<file path="config.mk">
export PLATFORM = sky130hd
export DESIGN_NAME = hazard_ctrl
export DESIGN_NICKNAME = d
export VERILOG_FILES = /design/src/rtl/hazard_pkg.sv /design/src/rtl/hazard_ctrl_md_busy_counter.sv /design/src/rtl/hazard_ctrl.sv
export SDC_FILE = /design/constraint.sdc
export NUM_CORES = 1
export LEC_CHECK = 0
export CAP_MARGIN = 20
export CORE_ASPECT_RATIO = 0.5
export CORE_UTILIZATION = 33
export DETAILED_ROUTE_END_ITERATION = 10
export GPL_TIMING_DRIVEN = 0
export PLACE_DENSITY = 0.58
export SETUP_SLACK_MARGIN = 0.05
export SLEW_MARGIN = 5
export SYNTH_ARGS = -nofsm -noshare
export SYNTH_HDL_FRONTEND = slang
export SYNTH_SLANG_ARGS = --single-unit
</file>
<file path="constraint.sdc">
create_clock -name clk -period 8.7 [get_ports clk]
set_clock_uncertainty 0.1 [all_clocks]
set_input_delay 2.175 -clock clk [delete_from_list [all_inputs] [get_ports clk]]
set_output_delay 2.175 -clock clk [all_outputs]
set_load 0.01 [all_outputs]
</file>
<file path="src/rtl/hazard_pkg.sv">
// Shared definitions for the hazard controller.
// Holds the front-end FSM state encoding, the hard-wired zero register
// number, and the default mul/div latency plus the width of its busy counter.
package hazard_pkg;

  typedef enum logic {
    RUN     = 1'b0,
    LOAD_BR = 1'b1
  } state_e;

  localparam logic [4:0] REG_ZERO = 5'd0;

  localparam int MD_LATENCY_DEFAULT = 32;

  // Wide enough for the largest legal latency (255).
  localparam int MD_CNT_W = 8;

endpackage

</file>
<file path="src/rtl/hazard_ctrl_md_busy_counter.sv">
// Busy counter for the multi-cycle mul/div unit.
// Loads MD_LATENCY on a start and counts down to zero; busy while nonzero.
// Ports:
//   clk_i   - core clock, rising edge
//   rst_i   - asynchronous active-high reset, abandons any in-flight operation
//   start_i - mul/div launched this cycle
//   busy_o  - counter nonzero
module md_busy_counter
  import hazard_pkg::*;
#(
  parameter int MD_LATENCY = MD_LATENCY_DEFAULT
) (
  input  logic clk_i,
  input  logic rst_i,
  input  logic start_i,
  output logic busy_o
);

  localparam logic [MD_CNT_W-1:0] LOAD_VAL = MD_CNT_W'(MD_LATENCY);

  logic [MD_CNT_W-1:0] cnt_q;
  logic [MD_CNT_W-1:0] cnt_d;

  always_comb begin
    cnt_d = cnt_q;
    if (start_i) begin
      cnt_d = LOAD_VAL;
    end else if (cnt_q != '0) begin
      cnt_d = cnt_q - MD_CNT_W'(1);
    end
  end

  always_ff @(posedge clk_i or posedge rst_i) begin
    if (rst_i) begin
      cnt_q <= '0;
    end else begin
      cnt_q <= cnt_d;
    end
  end

  assign busy_o = (cnt_q != '0);

endmodule

</file>
<file path="src/rtl/hazard_ctrl.sv">
// Pipeline hazard controller for the 5-stage MIPS core (branches resolved in ID).
// Detects load-use, branch-operand and mul/div occupancy hazards, stalls the
// front end and inserts bubbles, and flushes IF/ID on taken branches/jumps.
// Ports:
//   clk, reset            - clock and asynchronous active-high reset
//   IF_ID_* / ID_*        - decoded fields of the instruction in ID
//   ID_EX_* / EX_MEM_*    - destination/type info of instructions in EX and MEM
//   PC_Write, IF_ID_Write - front-end enables (low while stalled)
//   IF_ID_Flush           - squash the fetched instruction after a redirect
//   ID_EX_Flush           - bubble into EX while stalled
//   MD_start, MD_busy     - mul/div launch and occupancy
//   stall_cycles, flush_count - free-running wrap-around event counters
module hazard_ctrl
  import hazard_pkg::*;
#(
  parameter int MD_LATENCY = MD_LATENCY_DEFAULT,
  parameter int CNT_WIDTH  = 32
) (
  input  logic                 clk,
  input  logic                 reset,
  input  logic [4:0]           IF_ID_rs,
  input  logic [4:0]           IF_ID_rt,
  input  logic                 ID_uses_rs,
  input  logic                 ID_uses_rt,
  input  logic                 ID_Branch,
  input  logic                 ID_Jump,
  input  logic                 Branch_taken,
  input  logic                 ID_MulDiv,
  input  logic                 ID_ReadHiLo,
  input  logic [4:0]           ID_EX_Write_register,
  input  logic                 ID_EX_RegWrite,
  input  logic                 ID_EX_MemRead,
  input  logic [4:0]           EX_MEM_Write_register,
  input  logic                 EX_MEM_MemRead,
  output logic                 PC_Write,
  output logic                 IF_ID_Write,
  output logic                 IF_ID_Flush,
  output logic                 ID_EX_Flush,
  output logic                 MD_start,
  output logic                 MD_busy,
  output logic [CNT_WIDTH-1:0] stall_cycles,
  output logic [CNT_WIDTH-1:0] flush_count
);

  state_e state_q;
  state_e state_d;

  logic [CNT_WIDTH-1:0] stall_cnt_q;
  logic [CNT_WIDTH-1:0] flush_cnt_q;

  logic hit_ex;
  logic hit_mem;
  logic load_use;
  logic br_alu;
  logic br_ld_mem;
  logic md_hz;
  logic stall;
  logic redirect;
  logic md_busy_w;

  // Does a producer's destination feed an operand the ID instruction reads?
  // $zero is hard-wired, so it never creates a dependency.
  function automatic logic reg_hit(input logic [4:0] dst, input logic [4:0] rs,
                                   input logic [4:0] rt, input logic use_rs,
                                   input logic use_rt);
    return (dst != REG_ZERO) && ((use_rs && (dst == rs)) || (use_rt && (dst == rt)));
  endfunction

  assign hit_ex  = reg_hit(ID_EX_Write_register, IF_ID_rs, IF_ID_rt, ID_uses_rs, ID_uses_rt);
  assign hit_mem = reg_hit(EX_MEM_Write_register, IF_ID_rs, IF_ID_rt, ID_uses_rs, ID_uses_rt);

  assign load_use  = ID_EX_MemRead && hit_ex;
  assign br_alu    = ID_Branch && ID_EX_RegWrite && !ID_EX_MemRead && hit_ex;
  assign br_ld_mem = ID_Branch && EX_MEM_MemRead && hit_mem;
  assign md_hz     = (ID_MulDiv || ID_ReadHiLo) && md_busy_w;

  // Gating with reset keeps the front end running with no flushes or starts
  // while reset is held, independent of whatever the decode inputs show.
  assign stall    = !reset && (load_use || br_alu || br_ld_mem || md_hz || (state_q == LOAD_BR));
  assign redirect = !reset && !stall && (ID_Jump || (ID_Branch && Branch_taken));

  // A branch behind a load needs its operand from MEM, one cycle later than
  // an ordinary load-use; LOAD_BR holds the extra stall cycle.
  always_comb begin
    state_d = state_q;
    case (state_q)
      RUN:     if (ID_Branch && load_use) state_d = LOAD_BR;
      LOAD_BR: state_d = RUN;
      default: state_d = RUN;
    endcase
  end

  always_ff @(posedge clk or posedge reset) begin
    if (reset) begin
      state_q     <= RUN;
      stall_cnt_q <= '0;
      flush_cnt_q <= '0;
    end else begin
      state_q <= state_d;
      if (stall) begin
        stall_cnt_q <= stall_cnt_q + CNT_WIDTH'(1);
      end
      if (redirect) begin
        flush_cnt_q <= flush_cnt_q + CNT_WIDTH'(1);
      end
    end
  end

  md_busy_counter #(
    .MD_LATENCY(MD_LATENCY)
  ) u_md_busy (
    .clk_i  (clk),
    .rst_i  (reset),
    .start_i(MD_start),
    .busy_o (md_busy_w)
  );

  assign PC_Write     = !stall;
  assign IF_ID_Write  = !stall;
  assign ID_EX_Flush  = stall;
  assign IF_ID_Flush  = redirect;
  assign MD_start     = !reset && ID_MulDiv && !stall;
  assign MD_busy      = md_busy_w;
  assign stall_cycles = stall_cnt_q;
  assign flush_count  = flush_cnt_q;

endmodule

</file>
==> flow_results.xml <==
<?xml version="1.0" encoding="UTF-8"?>
<metrics>
  <group name="grt">
    <metric name="routing_usage_on_met2" unit="">0.244</metric>
    <metric name="wire_length_of_the_first_global_routing_pass" unit="microns">14500</metric>
    <metric name="met3_routing_resource_usage_after_global_routing" unit="">0.0480</metric>
    <metric name="gr-usage-met1" unit="">0.212</metric>
    <metric name="grt.busiest_layer" unit="">met2</metric>
    <metric name="grt_start_max_net_pins" unit="">59</metric>
    <metric name="grt.overflow.total" unit="">0</metric>
    <metric name="antenna_found_initial" unit="">0</metric>
    <metric name="grt_pass1_vias" unit="">2825</metric>
    <metric name="grt.total_usage" unit="">0.157</metric>
  </group>
  <group name="critical_path">
    <metric name="delay_heaviest_family_cp" unit="">buffers and inverters</metric>
    <metric name="crit_arrival" unit="ns">5.07</metric>
    <metric name="crit_chain" unit="">clkdlybuf4s50_1 -&gt; or4_1 -&gt; nor2_2 -&gt; o31ai_2 -&gt; o21ai_2 -&gt; clkbuf_1 -&gt; buf_4 -&gt; clkdlybuf4s50_1</metric>
    <metric name="setup.worst_path.start_class" unit="">primary input</metric>
    <metric name="timing.rr.end" unit="">stall_cycles[21]</metric>
    <metric name="timing.setup.critical_path_class" unit="">in2out</metric>
    <metric name="timing.critical_path.from" unit="">EX_MEM_Write_register[1]</metric>
    <metric name="worst_r2r_path_depth" unit="">9</metric>
    <metric name="biggest_cell_delay_along_the_critical_path" unit="ns">0.56</metric>
    <metric name="crit_top_cell" unit="">clkdlybuf4s50_1</metric>
    <metric name="worst-endpoint-required" unit="ns">6.43</metric>
    <metric name="ff2ff_setup_slack" unit="ns">5.95</metric>
    <metric name="critical_path_end_type" unit="">primary output</metric>
    <metric name="r2r_start" unit="">u_md_busy.cnt_q[2]</metric>
    <metric name="crit_slowest_cell" unit="">or4_1</metric>
    <metric name="crit_buf_inv" unit="">4</metric>
    <metric name="crit_path_max_fanout" unit="">11</metric>
  </group>
  <group name="sta">
    <metric name="total_negative_slack" unit="ns">0</metric>
    <metric name="finalCriticalPeriod" unit="ns">7.35</metric>
    <metric name="worst_slew_margin_rel" unit="">0.620</metric>
    <metric name="rsz_0062_raised_after_global_routing" unit="">no</metric>
    <metric name="hold_vio_cnt_final" unit="">0</metric>
    <metric name="finalSetupViolCount" unit="">0</metric>
    <metric name="max_freq" unit="GHz">0.136</metric>
    <metric name="slew_violations" unit="">0</metric>
    <metric name="tightestPinTransition" unit="ns">0.570</metric>
    <metric name="final_critical_path_setup_slack" unit="ns">1.35</metric>
    <metric name="post-route-period-util" unit="">0.845</metric>
  </group>
  <group name="hold_path">
    <metric name="holdCritPathClass" unit="">reg2reg</metric>
    <metric name="hold_path_end" unit="">stall_cycles[22]</metric>
    <metric name="cells_on_worst_hold_path" unit="">1</metric>
    <metric name="min_from" unit="">stall_cycles[22]</metric>
  </group>
  <group name="layout">
    <metric name="area_taken_by_multi_input_logic_gates" unit="sq um">1810</metric>
    <metric name="mostFrequentLayoutCell" unit="">clkdlybuf4s50_1</metric>
    <metric name="final_net_count" unit="">509</metric>
    <metric name="area.sequential" unit="sq um">1830</metric>
    <metric name="synthToLayoutAreaGrowth" unit="%">41.9</metric>
    <metric name="layout-drive-gt1-share" unit="">0.0752</metric>
    <metric name="antenna_cells_inserted" unit="">0</metric>
    <metric name="n_fill_cell" unit="">1062</metric>
    <metric name="final_cell_mix" unit="">clkdlybuf4s50_1 (101), dfrtp_1 (73), xor2_1 (49)</metric>
  </group>
  <group name="clock_network">
    <metric name="clock_sink_count" unit="">73</metric>
    <metric name="clk_latency" unit="ns">0.33</metric>
    <metric name="clk_pin_slew_worst_paths" unit="ns">0.05</metric>
    <metric name="cts.root.buffer_cell" unit="">clkbuf_16</metric>
    <metric name="ctsLongestPathBuffers" unit="">2</metric>
    <metric name="cts-resized-gates" unit="">0</metric>
    <metric name="cts_setup_buffers" unit="">0</metric>
    <metric name="cts_tree" unit="">yes</metric>
    <metric name="cts_buffers" unit="">9</metric>
    <metric name="ctsHoldBuffers" unit="">0</metric>
    <metric name="cts.htree.levels" unit="">3</metric>
  </group>
  <group name="floorplan">
    <metric name="floorplan.initialDensity" unit="">0.340</metric>
    <metric name="rows" unit="">27</metric>
    <metric name="die-area" unit="sq um">11800</metric>
    <metric name="chipWidth" unit="microns">153</metric>
    <metric name="die_h" unit="microns">77.3</metric>
    <metric name="core_area" unit="sq um">11000</metric>
    <metric name="floorplan.io_pins" unit="">102</metric>
  </group>
  <group name="placement">
    <metric name="dp_slack" unit="ns">1.36</metric>
    <metric name="placement.io_buffers" unit="">101</metric>
    <metric name="gp_routability_congestion" unit="">0.797</metric>
    <metric name="hpwl" unit="microns">6510</metric>
  </group>
  <group name="pwr">
    <metric name="leakagePower" unit="nW">2.26</metric>
    <metric name="pwr_density_cell" unit="nW/um^2">212</metric>
    <metric name="irDropWorstVdd" unit="mV">0.0852</metric>
  </group>
  <group name="run_status">
    <metric name="status" unit="">finished with violations</metric>
    <metric name="violations" unit="">DRC</metric>
  </group>
  <group name="job">
    <metric name="max_cap_viol_count" unit="">0</metric>
  </group>
  <group name="synth">
    <metric name="synthDominantCellAreaShare" unit="">0.488</metric>
    <metric name="mappedNetlistArea" unit="sq um">3740</metric>
    <metric name="synth_cell_types" unit="">42</metric>
    <metric name="syn-num-nets" unit="">396</metric>
    <metric name="ys.warnings.count" unit="">0</metric>
    <metric name="post_synth_main_area_contributors" unit="">dfrtp_1 (49%), xor2_1 (11%), xnor2_1 (9.1%), nand4_1 (3.8%), nand2_1 (3.6%)</metric>
    <metric name="synth_area_per_cell" unit="sq um">10.4</metric>
    <metric name="synth-seq-cells" unit="">73</metric>
    <metric name="postSynthCellCount" unit="">361</metric>
    <metric name="synth-async-reset-ratio" unit="">1.00</metric>
    <metric name="synth-seq-area-share" unit="">0.488</metric>
    <metric name="synth_enable_flop_cells" unit="">0</metric>
    <metric name="netlist.top_cell.by_area" unit="">dfrtp_1</metric>
    <metric name="ys_dominant_reg_cell" unit="">dfrtp_1</metric>
  </group>
  <group name="drt">
    <metric name="totalWireLength" unit="microns">8840</metric>
    <metric name="routedWlPerCell" unit="microns">14.2</metric>
    <metric name="viasPerCell" unit="">4.73</metric>
    <metric name="drtPass1Iterations" unit="">9</metric>
    <metric name="drc" unit="">3</metric>
    <metric name="drtIter0Drc" unit="">120</metric>
    <metric name="drt.antenna.violating_nets" unit="">0</metric>
    <metric name="via_count" unit="">2951</metric>
  </group>
</metrics>
==> synth_stat cells (2+ instances only) <==
cell type and instances:
inv_1 12, nor2_1 17, nand2b_1 2, ha_1 3, nor3_1 18, nand3_1 17, nor4_2 4, buf_2 2
or2_2 2, nor4_1 18, clkbuf_1 7, and3_1 10, xnor2_1 39, dfrtp_1 73, nand2_1 36, and2_1 4
xor2_1 49, nand4_1 23, and4_1 2
==> per-stage QoR <==
stage	instance area [sq um]	power (mW)	cells	hold slack [ns]	utilization
after floorplan	3740	0.585	361	0.365	-
after global placement	4940	0.704	607	0.363	0.448
after detailed placement	4970	0.708	608	0.381	0.451
after CTS	5310	1.14	624	0.392	0.482
after global routing	5310	1.19	624	0.397	0.482
final	5310	1.13	624	0.388	0.482
==> worst max-delay path by stage <==
stage / to / cells after the start
floorplan: PC_Write / 4
global placement: ID_EX_Flush / 6
detailed placement: PC_Write / 8
finish: PC_Write / 8
global route: PC_Write / 9
CTS: PC_Write / 8
==> power breakdown <==
| part | internal (mW) | leakage, nW | total [mW] | switching, mW |
|---|---|---|---|---|
| clock network | 0.287 | 0.166 | 0.426 | 0.139 |
| registers | 0.392 | 0.938 | 0.458 | 0.0657 |
| logic | 0.136 | 1.15 | 0.241 | 0.105 |
| total | 0.815 | 2.26 | 1.13 | 0.310 |
==> layout make-up <==
| class | instances | area share |
|---|---|---|
| Inverter | 13 | 0.00966 |
| Timing Repair Buffer | 102 | 0.196 |
| Multi-Input combinational cell | 264 | 0.341 |
| Clock inverter | 5 | 0.0193 |
| Sequential cell | 73 | 0.344 |
| Clock buffer | 11 | 0.0457 |
| Buffer | 11 | 0.0104 |
| Tap cell | 145 | 0.0342 |
==> sequential cells by signal (all words and copies together), names as in the netlist <==
name	flops
flush_count	32
stall_cycles	32
state_q	1
u_md_busy.cnt_q	8
==> metal layers <==
metal / vias up / routed length, microns
met5: - / 0
met4: 0 / 67
met3: 5 / 350
met2: 56 / 4120
met1: 1413 / 4300
li1: 1477 / -
==> logic make-up after synthesis <==
kind of cell / count (synthesis) / synth area share
AOI/OAI and AO/OA: 10 / 0.0231
buffers and inverters: 24 / 0.0277
DFF: 73 / 0.488
muxes: 1 / 0.00301
xor gates and xnor gates: 88 / 0.206
and+or+nand+nor: 162 / 0.242
adders and majority gates: 3 / 0.0100
(Power assumes the default switching activity.)
